==> src/rtl/mem_port_arbiter.sv <==
// mem_port_arbiter: shares one single-port memory between the program loader
// (LD), data load/store (DM) and instruction fetch (IF) requesters.
//
// Ports:
//   clk, rst           clock, synchronous active-high reset
//   ld_*               loader write request, address, data, grant pulse
//   dm_*               data load/store request, payload, grant, read return
//   if_*               fetch read request, address, grant, read return
//   mem_*              memory macro address, strobes, write/read data
//   busy               high whenever the FSM is not in IDLE
//   region_err         sticky address-region violation flag
//
// Build option: define MEM_REGION_CHECK_EN to block IF accesses to the data
// region and DM accesses to the instruction region (region_err reports them).

module mem_port_arbiter #(
    parameter int AW         = 14,
    parameter int DW         = 16,
    parameter int RD_LAT     = 1,
    parameter int STARVE_MAX = 4
) (
    input  logic          clk,
    input  logic          rst,
    input  logic          ld_req,
    input  logic [AW-1:0] ld_addr,
    input  logic [DW-1:0] ld_wdata,
    output logic          ld_gnt,
    input  logic          dm_req,
    input  logic          dm_we,
    input  logic [AW-1:0] dm_addr,
    input  logic [DW-1:0] dm_wdata,
    output logic          dm_gnt,
    output logic          dm_rvalid,
    output logic [DW-1:0] dm_rdata,
    input  logic          if_req,
    input  logic [AW-1:0] if_addr,
    output logic          if_gnt,
    output logic          if_rvalid,
    output logic [DW-1:0] if_rdata,
    output logic [AW-1:0] mem_addr,
    output logic          mem_we,
    output logic          mem_re,
    output logic [DW-1:0] mem_wdata,
    input  logic [DW-1:0] mem_rdata,
    output logic          busy,
    output logic          region_err
);

    localparam int SW = $clog2(STARVE_MAX + 1);
    localparam logic [1:0] LAT_INIT = 2'(RD_LAT - 1);
    localparam logic [SW-1:0] STARVE_TOP = SW'(STARVE_MAX);

    typedef enum logic [1:0] {IDLE, ISSUE, WAIT} state_t;
    typedef enum logic [1:0] {OWN_LD, OWN_DM, OWN_IF} owner_t;

    state_t          state_q;
    owner_t          owner_q;
    owner_t          owner_d;
    logic [1:0]      lat_q;
    logic [SW-1:0]   starve_q;
    logic [SW-1:0]   starve_d;
    logic            ld_gnt_q;
    logic            dm_gnt_q;
    logic            if_gnt_q;
    logic [AW-1:0]   mem_addr_q;
    logic [DW-1:0]   mem_wdata_q;
    logic            mem_we_q;
    logic            mem_re_q;
    logic            rd_q;
    logic            viol_q;
    logic            viol_d;
    logic            dm_rvalid_q;
    logic            if_rvalid_q;
    logic [DW-1:0]   dm_hold_q;
    logic [DW-1:0]   if_hold_q;

    logic            any_req;
    logic            starved;
    logic            pick_ld;
    logic            pick_dm;
    logic            pick_if;
    logic [AW-1:0]   win_addr;
    logic [DW-1:0]   win_wdata;
    logic            win_we;
    logic [DW-1:0]   rd_data;

    assign any_req = ld_req | dm_req | if_req;
    assign starved = (starve_q == STARVE_TOP);

    // A starved IF overtakes DM but never the loader.
    assign pick_ld = ld_req;
    assign pick_if = !ld_req && if_req && (!dm_req || starved);
    assign pick_dm = !ld_req && dm_req && !pick_if;

    always_comb begin
        win_addr  = '0;
        win_wdata = '0;
        win_we    = 1'b0;
        owner_d   = OWN_LD;
        if (pick_ld) begin
            win_addr  = ld_addr;
            win_wdata = ld_wdata;
            win_we    = 1'b1;
            owner_d   = OWN_LD;
        end else if (pick_dm) begin
            win_addr  = dm_addr;
            win_wdata = dm_wdata;
            win_we    = dm_we;
            owner_d   = OWN_DM;
        end else if (pick_if) begin
            win_addr  = if_addr;
            owner_d   = OWN_IF;
        end
    end

`ifdef MEM_REGION_CHECK_EN
    localparam logic [AW-1:0] DATA_BASE = AW'('h2000);
    logic region_err_q;

    assign viol_d = (pick_if && (if_addr >= DATA_BASE))
                 || (pick_dm && (dm_addr < DATA_BASE));

    always_ff @(posedge clk) begin
        if (rst) begin
            region_err_q <= 1'b0;
        end else if (state_q == IDLE && any_req && viol_d) begin
            region_err_q <= 1'b1;
        end
    end

    assign region_err = region_err_q;
`else
    assign viol_d     = 1'b0;
    assign region_err = 1'b0;
`endif

    // Starvation only advances while IF is waiting in IDLE and loses.
    always_comb begin
        starve_d = starve_q;
        if (!if_req) begin
            starve_d = '0;
        end else if (state_q == IDLE) begin
            if (pick_if) begin
                starve_d = '0;
            end else if (!starved) begin
                starve_d = starve_q + 1'b1;
            end
        end
    end

    always_ff @(posedge clk) begin
        if (rst) begin
            state_q     <= IDLE;
            owner_q     <= OWN_LD;
            lat_q       <= '0;
            starve_q    <= '0;
            ld_gnt_q    <= 1'b0;
            dm_gnt_q    <= 1'b0;
            if_gnt_q    <= 1'b0;
            mem_addr_q  <= '0;
            mem_wdata_q <= '0;
            mem_we_q    <= 1'b0;
            mem_re_q    <= 1'b0;
            rd_q        <= 1'b0;
            viol_q      <= 1'b0;
            dm_rvalid_q <= 1'b0;
            if_rvalid_q <= 1'b0;
            dm_hold_q   <= '0;
            if_hold_q   <= '0;
        end else begin
            ld_gnt_q    <= 1'b0;
            dm_gnt_q    <= 1'b0;
            if_gnt_q    <= 1'b0;
            mem_we_q    <= 1'b0;
            mem_re_q    <= 1'b0;
            dm_rvalid_q <= 1'b0;
            if_rvalid_q <= 1'b0;
            starve_q    <= starve_d;
            if (dm_rvalid_q) dm_hold_q <= dm_rdata;
            if (if_rvalid_q) if_hold_q <= if_rdata;
            unique case (state_q)
                IDLE: begin
                    if (any_req) begin
                        state_q     <= ISSUE;
                        owner_q     <= owner_d;
                        mem_addr_q  <= win_addr;
                        mem_wdata_q <= win_wdata;
                        rd_q        <= !win_we;
                        viol_q      <= viol_d;
                        mem_we_q    <= win_we && !viol_d;
                        mem_re_q    <= !win_we && !viol_d;
                        ld_gnt_q    <= pick_ld;
                        dm_gnt_q    <= pick_dm;
                        if_gnt_q    <= pick_if;
                    end
                end
                ISSUE: begin
                    if (rd_q) begin
                        state_q <= WAIT;
                        lat_q   <= LAT_INIT;
                        // rvalid is registered, so it is raised one
                        // cycle ahead of the final WAIT cycle.
                        if (LAT_INIT == 2'd0) begin
                            dm_rvalid_q <= (owner_q == OWN_DM);
                            if_rvalid_q <= (owner_q == OWN_IF);
                        end
                    end else begin
                        state_q <= IDLE;
                    end
                end
                WAIT: begin
                    if (lat_q == 2'd0) begin
                        state_q <= IDLE;
                    end else begin
                        lat_q <= lat_q - 2'd1;
                        if (lat_q == 2'd1) begin
                            dm_rvalid_q <= (owner_q == OWN_DM);
                            if_rvalid_q <= (owner_q == OWN_IF);
                        end
                    end
                end
                default: state_q <= IDLE;
            endcase
        end
    end

    // A blocked read still completes on time but returns zero.
    assign rd_data   = viol_q ? '0 : mem_rdata;

    assign ld_gnt    = ld_gnt_q;
    assign dm_gnt    = dm_gnt_q;
    assign if_gnt    = if_gnt_q;
    assign mem_addr  = mem_addr_q;
    assign mem_wdata = mem_wdata_q;
    assign mem_we    = mem_we_q;
    assign mem_re    = mem_re_q;
    assign dm_rvalid = dm_rvalid_q;
    assign if_rvalid = if_rvalid_q;
    assign dm_rdata  = dm_rvalid_q ? rd_data : dm_hold_q;
    assign if_rdata  = if_rvalid_q ? rd_data : if_hold_q;
    assign busy      = (state_q != IDLE);

endmodule

==> config.mk <==
export PLATFORM = sky130hd
export DESIGN_NAME = mem_port_arbiter
export DESIGN_NICKNAME = d
export VERILOG_FILES = /design/src/rtl/mem_port_arbiter.sv
export SDC_FILE = /design/constraint.sdc
export NUM_CORES = 1
export LEC_CHECK = 0
export CORE_ASPECT_RATIO = 0.9
export CORE_UTILIZATION = 37
export CTS_BUF_LIST = sky130_fd_sc_hd__clkbuf_16
export DETAILED_ROUTE_END_ITERATION = 6
export PLACE_DENSITY = 0.82
export SLEW_MARGIN = 20
export SYNTH_ARGS = -nofsm -noshare
export SYNTH_HDL_FRONTEND = slang
export SYNTH_SLANG_ARGS = --single-unit
==> constraint.sdc <==
create_clock -name clk -period 1.75 [get_ports clk]
set_clock_uncertainty 0.2 [all_clocks]
set_input_delay 0.525 -clock clk [delete_from_list [all_inputs] [get_ports clk]]
set_output_delay 0.525 -clock clk [all_outputs]
set_load 0.01 [all_outputs]
Yosys cells after proc, flatten, opt, wreduce, memory -nomap -nowiden
Index checks and enable logic that the tools add are counted.
Cells by class
  multiplexer cells: 29
  reductions and logical operators: 19
  eq/ne operators: 11
  $add $sub $neg: 2
  bitwise logic cells: 5
Operator list (count)
  $mux 16: 4
  $mux 14: 3
  $mux 2: 8
  $mux 1: 8
  $ne 2x2->1 const B: 4
  $eq 2x1->1 const B: 3
  $mux 3: 2
  $pmux 2 s3: 1
  $reduce_and 2->1: 3
  $eq 2x2->1 const B: 2
  $logic_and 1x1->1: 4
  $logic_not 1->1: 4
  $logic_not 2->1: 2
  $pmux 1 s2: 2
  $pmux 2 s2: 1
  $reduce_bool 2->1: 2
  $add 3x1->3 const B: 1
  $eq 3x3->1 const B: 1
  $not 1->1: 3
  $reduce_and 3->1: 1
  $reduce_or 3->1: 1
  $ne 2x1->1 const B: 1
  $or 1x1->1: 2
  $reduce_or 2->1: 1
  other kinds (2): 2
Storage, ports and cells
  register bits: 79
  bits of input ports: 96
  output and inout bits: 71
  word-level logic and storage cells: 82

Logic depth before layout (Yosys ltp)
Gate-level depths: netlist of the first run.
  word-level depth: 8
  depth in mapped cells: 8
  depth with buffers taken out: 6

Worst setup path after synthesis of the first run
OpenSTA, ideal clock, no wires.
  path kind: flip-flop to output port
  from: reg dm_rvalid_q (netlist: dm_rvalid)
  to: out dm_rdata[0]
  cell stages (with the launch flop): 4
  arrival time: 1139 ps
  required time: 1025 ps
  slack: -114 ps
  path buffers: 2
  cells stage by stage: dfxtp_1 -> buf_2 -> buf_2 -> mux2_2
Between the ends
  word-level cells in the longest chain between the ends: 1
RTL lines
  start: declaration: line 72  | logic dm_rvalid_q;
  start signal: assignment: line 204  | dm_rvalid_q <= (owner_q == OWN_DM);
  start signal: assignment: line 217  | dm_rvalid_q <= (owner_q == OWN_DM);
  $mux 16: line 239  | assign dm_rdata = dm_rvalid_q ? rd_data : dm_hold_q;
  end: declaration: line 34  | output logic [DW-1:0] dm_rdata,
Every way passes these cells.

Worst setup path in the final report of the first run
Ends and elaborated chain as after synthesis.

==> results of run 1 <==
## power breakdown
part	leakage (nW)	switching, mW	total, mW	internal (mW)
sequential	0.649	0.0648	1.95	1.88
combinational	2.24	0.541	1.17	0.630
clock	0.142	0.695	1.77	1.08
total	3.03	1.30	4.89	3.59
## cells by family (layout without fill, tap and decap cells)
logic type	after synthesis	after routing	synth area share
buf+inv	37	264	0.0495
compound gates	83	83	0.200
fa+ha+maj	7	7	0.0248
other cells	1	1	0.00106
mux	33	33	0.105
flops	79	79	0.447
simple gates	118	118	0.173
## per-stage QoR
stage	cell area [sq um]	hold slack [ns]	instances
final	6930	0.285	707
after global placement	5660	0.249	660
after global routing	6930	0.303	707
after CTS	6550	0.268	697
after floorplan	3560	0.241	358
after detailed placement	5660	0.260	660
## state kept, by name (all words and copies together) (netlist names)
| signal | count |
|---|---|
| starve_q | 3 |
| mem_re | 1 |
| dm_gnt | 1 |
| if_rvalid | 1 |
| mem_addr | 14 |
| lat_q | 2 |
| mem_we | 1 |
| mem_wdata | 16 |
| rd_q | 1 |
| owner_q | 2 |
| if_gnt | 1 |
| if_hold_q | 16 |
| state_q | 2 |
| dm_hold_q | 16 |
| ld_gnt | 1 |
| dm_rvalid | 1 |
## layout make-up
cell class | count | area share
repair buffers | 241 | 0.366
multi-input cells | 242 | 0.336
flip-flops and latches | 79 | 0.231
clock buffers | 9 | 0.0325
well taps | 122 | 0.0220
clock inverters | 5 | 0.00759
inverters | 9 | 0.00524
## cells in the final DEF (no fill, tap or decap), drive strengths merged, types with 2 or more instances in the layout
master         synthesis  routed
a2111oi                3       3
dlygate4sd2            0      36
nor4                   4       4
and2                  33      33
clkinv                 1       4
clkdlybuf4s50          0      76
mux2                  32      32
a21oi                 16      16
a31o                   2       2
nor2b                  2       2
buf                   19     111
nor2                  36      36
o31ai                  3       3
nand2                 21      21
dfxtp                 79      79
a221oi                30      30
dlymetal6s2s           0       7
nand2b                 4       4
ha                     7       7
a22oi                  3       3
inv                    8       9
and3b                  2       2
nor3                  12      12
clkdlybuf4s15          0       7
clkbuf                 9      13
o21ai                 11      11
o221ai                11      11
## worst max path at each step
stage,start,endpoint,cells past startpoint
3_5_place_dp,mem_rdata[15],dm_rdata[15],3
6_report,dm_rvalid,dm_rdata[0],4
2_1_floorplan,starve_q[0],mem_addr[11],7
4_1_cts,if_rvalid,if_rdata[4],4
5_1_grt,dm_rvalid,dm_rdata[15],4
3_3_place_gp,mem_rdata[15],dm_rdata[15],3
## per-layer routing
layer / global-route usage / up-vias
met4: 0.0927 / 0
met3: 0.0759 / 33
met5: 0 / -
li1: - / 1746
met1: 0.265 / 1805
met2: 0.478 / 189
## worst max-delay path, stage by stage (launching register included)
cell,delay [ns]
dfxtp_4,0.36
buf_12,0.14
buf_8,0.13
mux2_4,0.30
buf_6,0.12
## what timing repair did
item	CTS	global route
gates resized for setup	314	90
pin swaps	11	38
gates cloned	7	2
setup buffers	16	14
endpoints found under the setup margin	111	76
==> reports/results.tsv, run 1 <==
metric	value	unit
worst-skew pair later-pin latency	0.33	ns
DIE AREA	9960	sq um
Async S/R FF share, synth	0	
clk buf depth	2	
dpl ws	-0.726	ns
Synth Flop Type	dfxtp_1	
Tot Pwr	4.89	mW
Hold EP	owner_q[0]	
final hold vios	0	
most frequent cell after synthesis	dfxtp_1	
Hold Crit Depth	2	
max_slew headroom	0.627	
CORE AREA	9210	sq um
antenna violations before repair	0	
Tightest Hold Check Type	register to register	
area delta synth->final	95.8	%
Yosys top cell area share	0.447	
initial drt markers	179	
Synth area leaders	dfxtp_1 45%, mux2_2 10%, and2_1 5.8%	
first-pass GRT wire length	19500	um
register area share after synthesis	0.447	
mapped cell area	3540	sq um
area of the multi-input gates	2330	sq um
syn nets	461	
gp weighted congestion	0.817	
Hold Crit Start	owner_q[0]	
filler instances	563	
crit path max fanout	5	
worst r2r path cells	9	
setup_tns	-9.91	ns
H-tree levels	3	
met2 WL	7170	um
# IOs	167	
die height	94.8	um
hpwl dp	8050	um
power per cell area	707	nW/um^2
Die W	105	um
clk slew on worst S/H paths	0.06	ns
DR vias	3773	
synth cell count leaders	79 x dfxtp_1, 34 x nor2_1, 33 x and2_1, 32 x mux2_2	
Global Route Usage Sum	0.252	
RSZ-0062 raised after global routing	yes	
Num CTS Buffers	9	
Top Layer Used	met4	
residual DRC count	0	
Crit. End Element	output pin	
nets	685	
I/O Buffers	165	
reg2reg setup slack	-0.06	ns
global route overflow	0	
max_cap viols	0	
Least-Margin Pin Slew	0.559	ns
Post-DRT Antenna Nets	0	
status	finished with violations	
CP arrival	1.37	ns
Initial Util	0.384	
Peak VDD IR	0.607	mV
fin util	0.752	
vias per cell	5.34	
Lkg Pwr	3.03	nW
clock sinks	79	
Tmin final	2.10	ns
Critical R2R Capture	mem_addr[4]	
hold buffers post-CTS	0	
yosys warns	0	
Setup crit start kind	register	
Worst Path Class, Setup	register to output pin	
row count	33	
Synth Register Bits	79	
Root Buffer	clkbuf_16	
Final setup viols	48	
Routed WL per cell	19.3	um
Setup WS post-layout	-0.348	ns
R2R Path Start	starve_q[0]	
drt pass-1 iters	4	
fin crit share	1.20	
vias in the first global route	3886	
count of different cell masters after synthesis	42	
Metal-1 WL	5110	um
EDFF count, synth	0	
cell count after synthesis	358	
fraction of layout cells with a size suffix above 1	0.422	
DRT Wirelength	13600	um
Seq. cell area	1600	sq um
Worst Path Required	1.02	ns
Fmax	0.477	GHz
syn avg cell area	9.88	sq um
antenna cells	0	
fin. max-slew vios	0	
CTS tree	yes	
failing checks	setup timing	
area leader, netlist	dfxtp_1	
met3 WL post-DR	1010	um
largest net degree at the start of global routing	43	
Power figures use the tool's default switching activity.
==> run 2, diff against run 1 <==
--- a/config.mk
+++ b/config.mk
@@ -8,6 +8,7 @@
 export CORE_ASPECT_RATIO = 0.9
 export CORE_UTILIZATION = 37
 export CTS_BUF_LIST = sky130_fd_sc_hd__clkbuf_16
+export CTS_CLUSTER_SIZE = 25
 export DETAILED_ROUTE_END_ITERATION = 6
 export PLACE_DENSITY = 0.82
 export SLEW_MARGIN = 20
==> results of run 2 <==
Same layout as run 1: the final DEF is identical, and so are final timing and power.
==> run 3, diff against run 2 <==
--- a/config.mk
+++ b/config.mk
@@ -5,7 +5,6 @@
 export SDC_FILE = /design/constraint.sdc
 export NUM_CORES = 1
 export LEC_CHECK = 0
-export CORE_ASPECT_RATIO = 0.9
 export CORE_UTILIZATION = 37
 export CTS_BUF_LIST = sky130_fd_sc_hd__clkbuf_16
 export CTS_CLUSTER_SIZE = 25
==> reports/results.tsv, run 3 (synthesis gave the netlist of run 1 again) <==
metric	value	unit
Post-DRT Antenna Nets	0	
clock sinks	79	
power per cell area	737	nW/um^2
Critical-path top delay cell	dfxtp_4	
failing checks	setup timing	
CP Buf/Inv Count	3	
CP Depth	4	
vias in the first global route	3984	
Die W	99.8	um
clk buf depth	2	
DR vias	3766	
hold buffers post-CTS	0	
max_cap viols	0	
# IOs	167	
Peak VDD IR	0.648	mV
row count	35	
status	finished with violations	
area of the multi-input gates	2230	sq um
gp weighted congestion	0.798	
DRT Wirelength	13100	um
commonest non-fill, non-tap cell in the layout	clkdlybuf4s50_1	
Worst path top cell family by delay	buffers and inverters	
worst hold slack	0.277	ns
Final setup viols	38	
Crit. End Element	output pin	
first-pass GRT wire length	19800	um
I/O Buffers	165	
fin util	0.733	
Initial Util	0.383	
Routed WL per cell	18.3	um
Hold Crit Start	owner_q[0]	
final hold vios	0	
fin crit share	1.21	
Setup crit start kind	register	
nets	689	
Num CTS Buffers	9	
Lkg Pwr	2.95	nW
Critical R2R Capture	mem_addr[13]	
antenna cells	0	
Tightest Hold Check Type	register to register	
vias per cell	5.23	
CTS tree	yes	
reg2reg setup slack	-0.01	ns
Worst Path Class, Setup	register to output pin	
Root Buffer	clkbuf_16	
post-placement cell area	5620	sq um
worst r2r path cells	8	
worst-skew pair later-pin latency	0.33	ns
Setup WS post-layout	-0.359	ns
crit path max fanout	5	
fin. max-slew vios	0	
R2R Path Start	starve_q[0]	
drt pass-1 iters	5	
CORE AREA	9240	sq um
Hold EP	owner_q[0]	
Cell Chain, Critical Path	buf_12 -> buf_8 -> mux2_4 -> buf_6	
initial drt markers	133	
area delta synth->final	91.6	%
global route overflow	0	
RSZ-0062 raised after global routing	yes	
largest net degree at the start of global routing	36	
clk slew on worst S/H paths	0.06	ns
DIE AREA	9960	sq um
CP arrival	1.38	ns
slowest stage delay, CP	0.35	ns
Seq. cell area	1600	sq um
filler instances	625	
Post-Layout Inst Area	6780	sq um
residual DRC count	0	
die height	99.8	um
antenna violations before repair	0	
Tot Pwr	4.99	mW
dpl ws	-0.725	ns
Hold Crit Depth	2	
H-tree levels	3	
Global Route Usage Sum	0.255	
Worst Path Required	1.02	ns
fraction of layout cells with a size suffix above 1	0.399	
hpwl dp	8380	um
Fmax	0.474	GHz
Tmin final	2.11	ns
most frequent cells in the layout	78 x clkdlybuf4s50_1, 71 x dfxtp_1, 58 x buf_4	
==> run 3: how the worst max path moves through the flow <==
stage	startpoint	endpoint	slack (ns)
2_1_floorplan	starve_q[0]	mem_addr[11]	0.002
3_3_place_gp	mem_rdata[8]	if_rdata[8]	-0.71
3_5_place_dp	mem_rdata[10]	if_rdata[10]	-0.72
4_1_cts	dm_rvalid	dm_rdata[7]	-0.37
5_1_grt	dm_rvalid	dm_rdata[13]	-0.39
6_report	dm_rvalid	dm_rdata[13]	-0.36
==> run 3: routing by layer <==
metal | global-route usage | up-vias | part of all wire
li1 | - | 1757 | -
met1 | 0.267 | 1831 | 0.37
met2 | 0.486 | 150 | 0.54
met3 | 0.0710 | 28 | 0.067
met4 | 0.0894 | 0 | 0.023
met5 | 0 | - | 0
==> run 3: stage by stage <==
step	setup TNS (ns)	cells
5_1_grt	-12.29	720
3_3_place_gp	-44.11	670
6_report	-10.90	720
2_1_floorplan	0	358
3_5_place_dp	-46.98	670
4_1_cts	-11.13	711
==> run 3: timing repair <==
item,in CTS,in global routing
resized for setup,287,68
pin swaps,7,15
setup endpoints to repair,109,74
buffers inserted,22,11
gates cloned,3,0
==> run 3: power breakdown <==
part           switching, mW  internal (mW)
Combinational          0.480          0.572
Sequential            0.0583           1.88
Clock                  0.748           1.25
==> run 3: area by class of cell <==
type                            instances  area share
Tap cell                              129      0.0238
Sequential cell                        79       0.236
Clock buffer                            9      0.0332
Clock inverter                          7      0.0142
Multi-Input combinational cell        242       0.329
Inverter                                9     0.00535
Timing Repair Buffer                  245       0.358
==> run 3: worst reg2reg max path: stages (launching register included) <==
cell	delay, ns
dfxtp_2	0.34
inv_2	0.06
ha_4	0.17
a21boi_4	0.19
nor2b_4	0.09
buf_4	0.14
buf_4	0.13
a221oi_2	0.23
a21oi_1	0.10
